## src/rtl/imem_stream_loader_if.sv

```systemverilog
// Handshake and memory-write bundle between a boot stream source and the instruction loader.
interface imem_stream_loader_if #(
  parameter int unsigned IMEM_DEPTH = 256,
  parameter int unsigned ADDR_W     = $clog2(IMEM_DEPTH)
);
  logic              start;
  logic [7:0]        rx_data;
  logic              rx_valid;
  logic              rx_ready;
  logic              imem_we;
  logic [ADDR_W-1:0] imem_waddr;
  logic [31:0]       imem_wdata;
  logic              cpu_rst;
  logic              busy;
  logic              done;
  logic              err;

  modport master (
    output start, rx_data, rx_valid,
    input  rx_ready, imem_we, imem_waddr, imem_wdata, cpu_rst, busy, done, err
  );

  modport slave (
    input  start, rx_data, rx_valid,
    output rx_ready, imem_we, imem_waddr, imem_wdata, cpu_rst, busy, done, err
  );
endinterface

```

## src/rtl/imem_stream_loader.sv

```systemverilog
// Boot-time loader: takes a length-prefixed byte stream, packs little-endian words
// into instruction memory and keeps the CPU in reset until the program is complete.
module imem_stream_loader #(
  parameter int unsigned IMEM_DEPTH = 256,
  parameter int unsigned ADDR_W     = $clog2(IMEM_DEPTH)
) (
  input  logic                 clk,
  input  logic                 rst,
  imem_stream_loader_if.slave  bus
);

  typedef enum logic [2:0] {
    IDLE, LEN0, LEN1, DATA, LAST, DONE, ERR
  } state_t;

  state_t            state_q, state_d;
  logic [15:0]       len_q, len_d;
  logic [1:0]        lane_q, lane_d;
  logic [ADDR_W-1:0] idx_q, idx_d;
  logic [23:0]       word_q, word_d;

  logic              rx_ready_q, rx_ready_d;
  logic              we_q, we_d;
  logic [ADDR_W-1:0] waddr_q, waddr_d;
  logic [31:0]       wdata_q, wdata_d;
  logic              cpu_rst_q, cpu_rst_d;
  logic              busy_q, busy_d;
  logic              done_q, done_d;
  logic              err_q, err_d;

  logic              hs;
  logic [15:0]       hdr_len;
  logic              hdr_bad;
  logic              last_word;

  assign hs        = bus.rx_valid && rx_ready_q;
  assign hdr_len   = {bus.rx_data, len_q[7:0]};
  assign hdr_bad   = (hdr_len == 16'd0) || (32'(hdr_len) > 32'(IMEM_DEPTH));
  assign last_word = (16'(idx_q) == (len_q - 16'd1));

  // Next-state, datapath and registered-output decode
  always_comb begin
    state_d = state_q;
    len_d   = len_q;
    lane_d  = lane_q;
    idx_d   = idx_q;
    word_d  = word_q;
    we_d    = 1'b0;
    waddr_d = waddr_q;
    wdata_d = wdata_q;

    case (state_q)
      IDLE, DONE, ERR: begin
        if (bus.start) begin
          state_d = LEN0;
          idx_d   = '0;
          lane_d  = 2'd0;
        end
      end
      LEN0: begin
        if (hs) begin
          len_d[7:0] = bus.rx_data;
          state_d    = LEN1;
        end
      end
      LEN1: begin
        if (hs) begin
          len_d[15:8] = bus.rx_data;
          idx_d       = '0;
          lane_d      = 2'd0;
          state_d     = hdr_bad ? ERR : DATA;
        end
      end
      DATA: begin
        if (hs) begin
          if (lane_q == 2'd3) begin
            // Fourth byte completes the word; write goes out on the same edge
            we_d    = 1'b1;
            waddr_d = idx_q;
            wdata_d = {bus.rx_data, word_q};
            idx_d   = idx_q + ADDR_W'(1);
            lane_d  = 2'd0;
            if (last_word) state_d = LAST;
          end else begin
            case (lane_q)
              2'd0:    word_d[7:0]   = bus.rx_data;
              2'd1:    word_d[15:8]  = bus.rx_data;
              default: word_d[23:16] = bus.rx_data;
            endcase
            lane_d = lane_q + 2'd1;
          end
        end
      end
      LAST:    state_d = DONE;
      default: state_d = IDLE;
    endcase

    rx_ready_d = (state_d == LEN0) || (state_d == LEN1) || (state_d == DATA);
    busy_d     = rx_ready_d || (state_d == LAST);
    done_d     = (state_d == DONE);
    err_d      = (state_d == ERR);
    cpu_rst_d  = (state_d != DONE);
  end

  always_ff @(posedge clk or posedge rst) begin
    if (rst) begin
      state_q    <= IDLE;
      len_q      <= '0;
      lane_q     <= '0;
      idx_q      <= '0;
      word_q     <= '0;
      rx_ready_q <= 1'b0;
      we_q       <= 1'b0;
      waddr_q    <= '0;
      wdata_q    <= '0;
      cpu_rst_q  <= 1'b1;
      busy_q     <= 1'b0;
      done_q     <= 1'b0;
      err_q      <= 1'b0;
    end else begin
      state_q    <= state_d;
      len_q      <= len_d;
      lane_q     <= lane_d;
      idx_q      <= idx_d;
      word_q     <= word_d;
      rx_ready_q <= rx_ready_d;
      we_q       <= we_d;
      waddr_q    <= waddr_d;
      wdata_q    <= wdata_d;
      cpu_rst_q  <= cpu_rst_d;
      busy_q     <= busy_d;
      done_q     <= done_d;
      err_q      <= err_d;
    end
  end

  assign bus.rx_ready   = rx_ready_q;
  assign bus.imem_we    = we_q;
  assign bus.imem_waddr = waddr_q;
  assign bus.imem_wdata = wdata_q;
  assign bus.cpu_rst    = cpu_rst_q;
  assign bus.busy       = busy_q;
  assign bus.done       = done_q;
  assign bus.err        = err_q;

endmodule

```

## src/flat_wrapper.sv

```systemverilog
// flat-port wrapper written by rule: the top's interface ports become plain ports
module imem_stream_loader_flat 
#(
  parameter int unsigned IMEM_DEPTH = 256,
  parameter int unsigned ADDR_W     = $clog2(IMEM_DEPTH)
)
  (clk, rst, bus_start, bus_rx_data, bus_rx_valid, bus_rx_ready, bus_imem_we, bus_imem_waddr, bus_imem_wdata, bus_cpu_rst, bus_busy, bus_done, bus_err);
  imem_stream_loader_if #(.IMEM_DEPTH(IMEM_DEPTH), .ADDR_W(ADDR_W)) bus_i ();
  input  logic clk;
  input  logic rst;
  input wire logic [$bits(bus_i.start)-1:0] bus_start;
  input wire logic [$bits(bus_i.rx_data)-1:0] bus_rx_data;
  input wire logic [$bits(bus_i.rx_valid)-1:0] bus_rx_valid;
  output wire logic [$bits(bus_i.rx_ready)-1:0] bus_rx_ready;
  output wire logic [$bits(bus_i.imem_we)-1:0] bus_imem_we;
  output wire logic [$bits(bus_i.imem_waddr)-1:0] bus_imem_waddr;
  output wire logic [$bits(bus_i.imem_wdata)-1:0] bus_imem_wdata;
  output wire logic [$bits(bus_i.cpu_rst)-1:0] bus_cpu_rst;
  output wire logic [$bits(bus_i.busy)-1:0] bus_busy;
  output wire logic [$bits(bus_i.done)-1:0] bus_done;
  output wire logic [$bits(bus_i.err)-1:0] bus_err;
  assign bus_i.start = bus_start;
  assign bus_i.rx_data = bus_rx_data;
  assign bus_i.rx_valid = bus_rx_valid;
  assign bus_rx_ready = bus_i.rx_ready;
  assign bus_imem_we = bus_i.imem_we;
  assign bus_imem_waddr = bus_i.imem_waddr;
  assign bus_imem_wdata = bus_i.imem_wdata;
  assign bus_cpu_rst = bus_i.cpu_rst;
  assign bus_busy = bus_i.busy;
  assign bus_done = bus_i.done;
  assign bus_err = bus_i.err;
  imem_stream_loader #(.IMEM_DEPTH(IMEM_DEPTH), .ADDR_W(ADDR_W)) u_core (.clk(clk), .rst(rst), .bus(bus_i));
endmodule
```

## config.mk

```make
export PLATFORM = sky130hd
export DESIGN_NAME = imem_stream_loader_flat
export DESIGN_NICKNAME = d
export VERILOG_FILES = /design/src/rtl/imem_stream_loader_if.sv /design/src/rtl/imem_stream_loader.sv /design/src/flat_wrapper.sv
export SDC_FILE = /design/constraint.sdc
export NUM_CORES = 1
export LEC_CHECK = 0
export CORE_MARGIN = 8
export CORE_UTILIZATION = 40
export CTS_BUF_LIST = sky130_fd_sc_hd__clkbuf_8
export DETAILED_ROUTE_END_ITERATION = 8
export GPL_TIMING_DRIVEN = 0
export PLACE_DENSITY = 0.69
export RECOVER_POWER = 100
export SETUP_SLACK_MARGIN = 0.15
export SLEW_MARGIN = 10
export SYNTH_ARGS = -nofsm -noshare
export SYNTH_HDL_FRONTEND = slang
export SYNTH_SLANG_ARGS = --single-unit
```

## constraint.sdc

```tcl
create_clock -name clk -period 5.95 [get_ports clk]
set_input_delay 1.19 -clock clk [delete_from_list [all_inputs] [get_ports clk]]
set_output_delay 1.19 -clock clk [all_outputs]
set_load 0.005 [all_outputs]
```

==> results.yml <==
route:
  viasPerCell: 5.12
  drt-total-wl_um: 10000
  vias: 3081
  wl_per_cell_um: 16.6
  ant_nets: 0
  first_iter_violations: 110
  drt-pass1-iter-count: 4
  drc: 0
sta:
  tightest_slew_ns: 1.74
  timing.final.crit_share_pct: 55.7
  rsz0062_at_grt: "no"
  final_max_slew_viol_count: 37
  period_needed_ns: 3.32
  setup_violations: 0
  hold_viol_final: 0
  skew_ns: 0.0112
  tns_ns: 0
  max_freq_mhz: 302
  maxSlewHeadroom_pct: -16.4
  holdWs_ns: 0.461
cells_and_area:
  stdcell_area_um2: 5380
  drive_above_1_share_pct: 18.4
  antenna_cells: 0
  num-nets-final: 477
  layout.cells.non_filler: 602
  fill_cells: 1008
  area_delta_synth_final_pct: 21.0
outcome:
  violations: "capacitance limit, slew limit"
  status: "finished, violations left"
logic_synthesis:
  postSynthAreaPerCell_um2: 11.4
  synth.yosys.seq_area_share_pct: 55.8
  synth_edf_count: 0
  ys_warn_count: 0
  mappedNetlistNets: 408
  syn_area_um2: 4450
  ys.flop_type: "dfrtp_1"
  ys_seq_elements: 99
  synth_cell_types: 51
  async_reset_ff_share_pct: 100
  syn_inst: 390
clock_network:
  cts_resized: 0
  cts_buffer_depth: 2
  clock-sinks: 99
  path_clk_slew_ns: 0.10
  clock_latency_ns: 0.36
  post_cts_buffers: 0
  numCtsBuffers: 9
  htree_levels: 3
  tritoncts: "done"
  cts-hold-fix-buffers: 0
  root_buffer: "clkbuf_8"
floorplanning:
  die_h_um: 121
  die-area_um2: 14700
  start_util_pct: 41.0
  core_area_um2: 10800
  io-pin-count: 58
  fp.dieW_um: 121
  fp-row-count: 38
critical_path:
  crit_type: "in -> reg"
  crit_chain: "dlygate4sd3_1 > and3b_1 > o21ai_0 > and2_0 > nor3_1 > nand2_1 > mux2_2"
  critPathRequiredTime_ns: 6.21
  rrSetupSlack_ns: 3.52
  cp-start-kind: "primary input"
  worstSetupEndpointType: "flop"
  worstPathArrival_ns: 3.57
  cpMaxStageDelayCell: "dlygate4sd3_1"
  max_stage_delay_ns: 0.64
  cp_max_fo: 8
power:
  p_seq_share_pct: 46.2
  powerDensity_nw_per_um2: 447
  p_comb_share_pct: 36.1
  p_int_mw: 1.60
  ir_worst_vdd_v: 0.000216
  p_sw_share_pct: 33.5
  switchingPower_uw: 806
  clockPowerShare_pct: 17.7
  power.leakage_nw: 2.57
placed_design:
  place_inst: 588
  portBuffers: 57
  placed_area_um2: 5220
  dp_hpwl_um: 7130
  routabilityCongestion: 0.881
flow_run:
  maxCapViolCount: 1
global_routing:
  grt_max_degree: 64
  grt_usage_pct: 14.1
  grt_pass1_wl_um: 16600
  overflow: 0
  antenna_found_initial: 0
  grt_pass1_vias: 3209
min_path:
  hp-class: "reg -> reg"
## power groups by stage
| stage | logic, mW | clock network, mW | registers [mW] |
|---|---|---|---|
| floorplan | 0.557 | 0 | 1.10 |
| global placement | 0.895 | 0 | 1.12 |
| detailed placement | 0.929 | 0 | 1.13 |
| CTS | 0.934 | 0.438 | 1.12 |
| global route | 0.961 | 0.461 | 1.15 |
| finish | 0.869 | 0.426 | 1.11 |
## cells in the mapped netlist (all sizes together), types with 2 or more instances
cell type	count	area, µm²
xnor2	10	87.6
or2	3	18.8
xor2	9	78.8
nor4	8	71.3
a21boi	2	26.3
nand2	99	377
nand4	5	31.3
mux2	54	608
nor4b	3	56.3
ha	6	75.1
and3	4	25.0
nor3	7	50.1
inv	10	37.5
dfrtp	98	2450
clkbuf	6	22.5
nand2b	4	25.0
nor2b	2	12.5
buf	6	36.3
or4	2	18.8
o211ai	2	15.0
and3b	2	17.5
nor2	14	52.6
nand3	8	40.0
a21oi	3	15.0
o21ai	7	35.0
a31oi	2	12.5
## worst max-delay path: cells and delay by family
family	cells	cell delay, ns
compound gates	1	0.30
buf+inv	1	0.64
mux	1	0.39
simple gates	4	1.04
## stage by stage
stage / util [%] / setup WS (ns) / power, mW
finish: 49.6 / 2.63 / 2.41
global placement: 47.9 / 0.733 / 2.01
CTS: 49.9 / 2.96 / 2.49
global route: 49.6 / 2.47 / 2.57
detailed placement: 48.2 / 2.58 / 2.06
floorplan: - / 2.17 / 1.66
## state kept, by name (all words and copies together) (netlist names)
register,cells
u_core.word_q,24
u_core.bus.done,1
u_core.bus.busy,1
u_core.lane_q,2
u_core.bus.rx_ready,1
u_core.bus.imem_wdata,32
u_core.idx_q,8
u_core.bus.err,1
u_core.state_q,3
u_core.bus.imem_waddr,8
u_core.bus.cpu_rst,1
u_core.len_q,16
u_core.bus.imem_we,1
## cell families after synthesis
family	after synthesis	share of synthesized area, %
AND/OR/NAND/NOR	164	18.4
XOR/XNOR	19	3.74
flip-flops	99	55.8
adder cells (fa/ha/maj)	6	1.69
AO/OA/AOI/OAI	25	4.33
buffers and inverters	22	2.17
multiplexers	55	13.9
## layout by cell type (no fill, tap or decap), types with 2 or more instances in the layout
cell type         n
nand2_1          99
clkbuf_1          9
clkdlybuf4s50_1   7
o21ai_0           7
a21oi_1           3
and3b_1           2
buf_2             2
nand3_1           8
xnor2_1          10
nor3_1            6
nor2_1           14
o211ai_1          2
inv_6             3
nor4_1            6
or2_2             2
nand2b_1          4
nor2b_1           2
inv_1             9
nor4b_4           2
and3_1            4
xor2_1            9
nand4_1           5
clkbuf_8          9
mux2_2           54
a31oi_1           2
ha_1              6
dfrtp_1          98
dlygate4sd3_1    50
## final timing paths
check	start	to	cells after the start
worst max-delay path	bus_start	u_core.word_q[14]	7
worst min-delay path	u_core.word_q[9]	u_core.bus.imem_wdata[9]	2
worst max register to register	u_core.len_q[0]	u_core.state_q[1]	8
worst min register to register	u_core.word_q[9]	u_core.bus.imem_wdata[9]	2
max in group asynchronous	rst	u_core.len_q[0]	3
min in group asynchronous	rst	u_core.bus.imem_wdata[23]	2
## per-layer routing
layer,up-vias,global-route usage (%),share of wire (%)
met5,-,0,0
met4,0,6.48,2.0
met3,15,3.49,5.5
met2,77,22.5,47
met1,1524,17.8,45
li1,1465,-,-
## layout make-up
class                      count  area, µm²  area share (%)
inverter                      10       38.8           0.721
tap                          140        175            3.26
multi-input combinational    269       1850            34.4
timing repair buffer          58        598            11.1
buffer                        12       55.1            1.02
clock inverter                 5       61.3            1.14
sequential                    99       2480            46.1
clock buffer                   9        124            2.30
(Power assumes the default switching activity.)
==> RTL change (same flow settings) <==
The 7 states of `state_t` get a one-hot encoding in 7 bits.
--- a/src/rtl/imem_stream_loader.sv
+++ b/src/rtl/imem_stream_loader.sv
@@ -9,8 +9,8 @@
   imem_stream_loader_if.slave  bus
 );
 
-  typedef enum logic [2:0] {
-    IDLE, LEN0, LEN1, DATA, LAST, DONE, ERR
+  typedef enum logic [6:0] {
+    IDLE = 7'b0000001, LEN0 = 7'b0000010, LEN1 = 7'b0000100, DATA = 7'b0001000, LAST = 7'b0010000, DONE = 7'b0100000, ERR = 7'b1000000
   } state_t;
 
   state_t            state_q, state_d;
Check against the original RTL: no difference found for any inputs over 10 cycles, from zero or initial values and one cycle with rst high; not proved beyond that.
==> RTL change against the unedited design <==
- sequential cell count is 4 higher
- the flow still finishes with violations (capacitance limit, slew limit)
- highest routed layer unchanged
- die area increased by 3.8%
- area after synthesis grew 4.3%
- design area up 3.2%
- sequential share of layout area grew 0.38 points
- routed wire length grew 3.6%
- synthesized cell count is 0.26% higher
- setup slack lost 0.57 ns
Power is not compared: it rests on default switching activity, and its combinational part moved more than twofold at a synthesized area within 25%.
==> RTL change: results <==
[logic_synthesis]
synth.area.top_cells = "dfrtp_1, mux2_2, nand2_1, o21ai_0, ha_1"
ys_top_cells_by_count = "dfrtp_1, mux2_2, nand2_1, o21ai_0, nor2_1"
ys_seq_area_share_pct = 55.6

[timing]
skew_ns = 0.00847
slew_viol_final = 106
worst_pin_slew_ns = 1.78

[grt]
grt_pass1_vias = 3383
grt_pass1_wl_um = 17000
grt_util_all_layers_pct = 14.3

[layout]
nets = 478
area_share_nonclk_buffers_pct = 11.4
multi_input_gates = 263
stdcell_count = 608
num-fill-cells = 1036
final-clk-cell-share_pct = 3.13
final_layout_size_suffix_gt1_share_pct = 21.3
multiInputGateArea_sq_mm = 0.00194

[routing]
route.vias.total = 3225

[worst_setup_path]
rr_endpoint = "u_core.state_q[4]"
crit_arrival_ns = 4.10
crit_path_max_incr_delay_ns = 1.29
cp_slowest_cell = "clkbuf_2"

[status]
violations = "capacitance limit, slew limit"
status = "finished with violations"

[run]
maxCapViolations = 2

[place]
place_congestion = 0.827
dp.cells = 592

[hold_path]
whs_path_depth = 1
[RTL change: worst max path at each step]
stage                     cells after the start  slack, ns    startpoint                   endpoint
after floorplan                               1       2.06           rst            u_core.bus.busy
after global placement                        2       0.66           rst  u_core.bus.imem_wdata[20]
after detailed placement                      7       2.08  bus_rx_valid   u_core.bus.imem_wdata[0]
after CTS                                     7       2.48  bus_rx_valid   u_core.bus.imem_wdata[0]
after global routing                          3       1.43           rst  u_core.bus.imem_wdata[23]
final                                         3       2.07           rst  u_core.bus.imem_wdata[31]
[RTL change: kinds of logic after synthesis]
family	after synthesis	share of synthesized area, %
simple gates	114	12.8
flops	103	55.6
mux	74	18.0
compound gates	56	7.36
buf+inv	25	2.18
xor+xnor	13	2.45
fa+ha+maj	6	1.62
[RTL change: worst max-delay path, delay by kind of cell]
kind / cells / cell delay (ns)
buf+inv: 3 / 2.86
[RTL change: power by group]
part	total, W	internal (W)	switching (W)
clock	0.000398	0.000153	0.000245
combinational	0.000332	0.000143	0.000189
sequential	0.000798	0.000749	0.0000496
[RTL change: stage by stage]
| stage | setup WS (ns) | util (%) | hold slack, ns | cell area [sq um] |
|---|---|---|---|---|
| after floorplan | 2.06 | - | 0.450 | 4640 |
| after global placement | 0.659 | 47.4 | 0.483 | 5390 |
| after detailed placement | 2.08 | 47.7 | 0.488 | 5420 |
| after CTS | 2.48 | 49.2 | 0.514 | 5600 |
| after global routing | 1.43 | 48.9 | 0.522 | 5550 |
| final | 2.07 | 48.9 | 0.505 | 5550 |
[RTL change: metal layers]
layer	global-route usage [%]	share of wire, %	up-vias
met1	17.3	44	1628
met3	5.30	6.7	6
met4	4.89	0.81	0
li1	-	-	1528
met2	23.1	48	63
met5	0	0	-
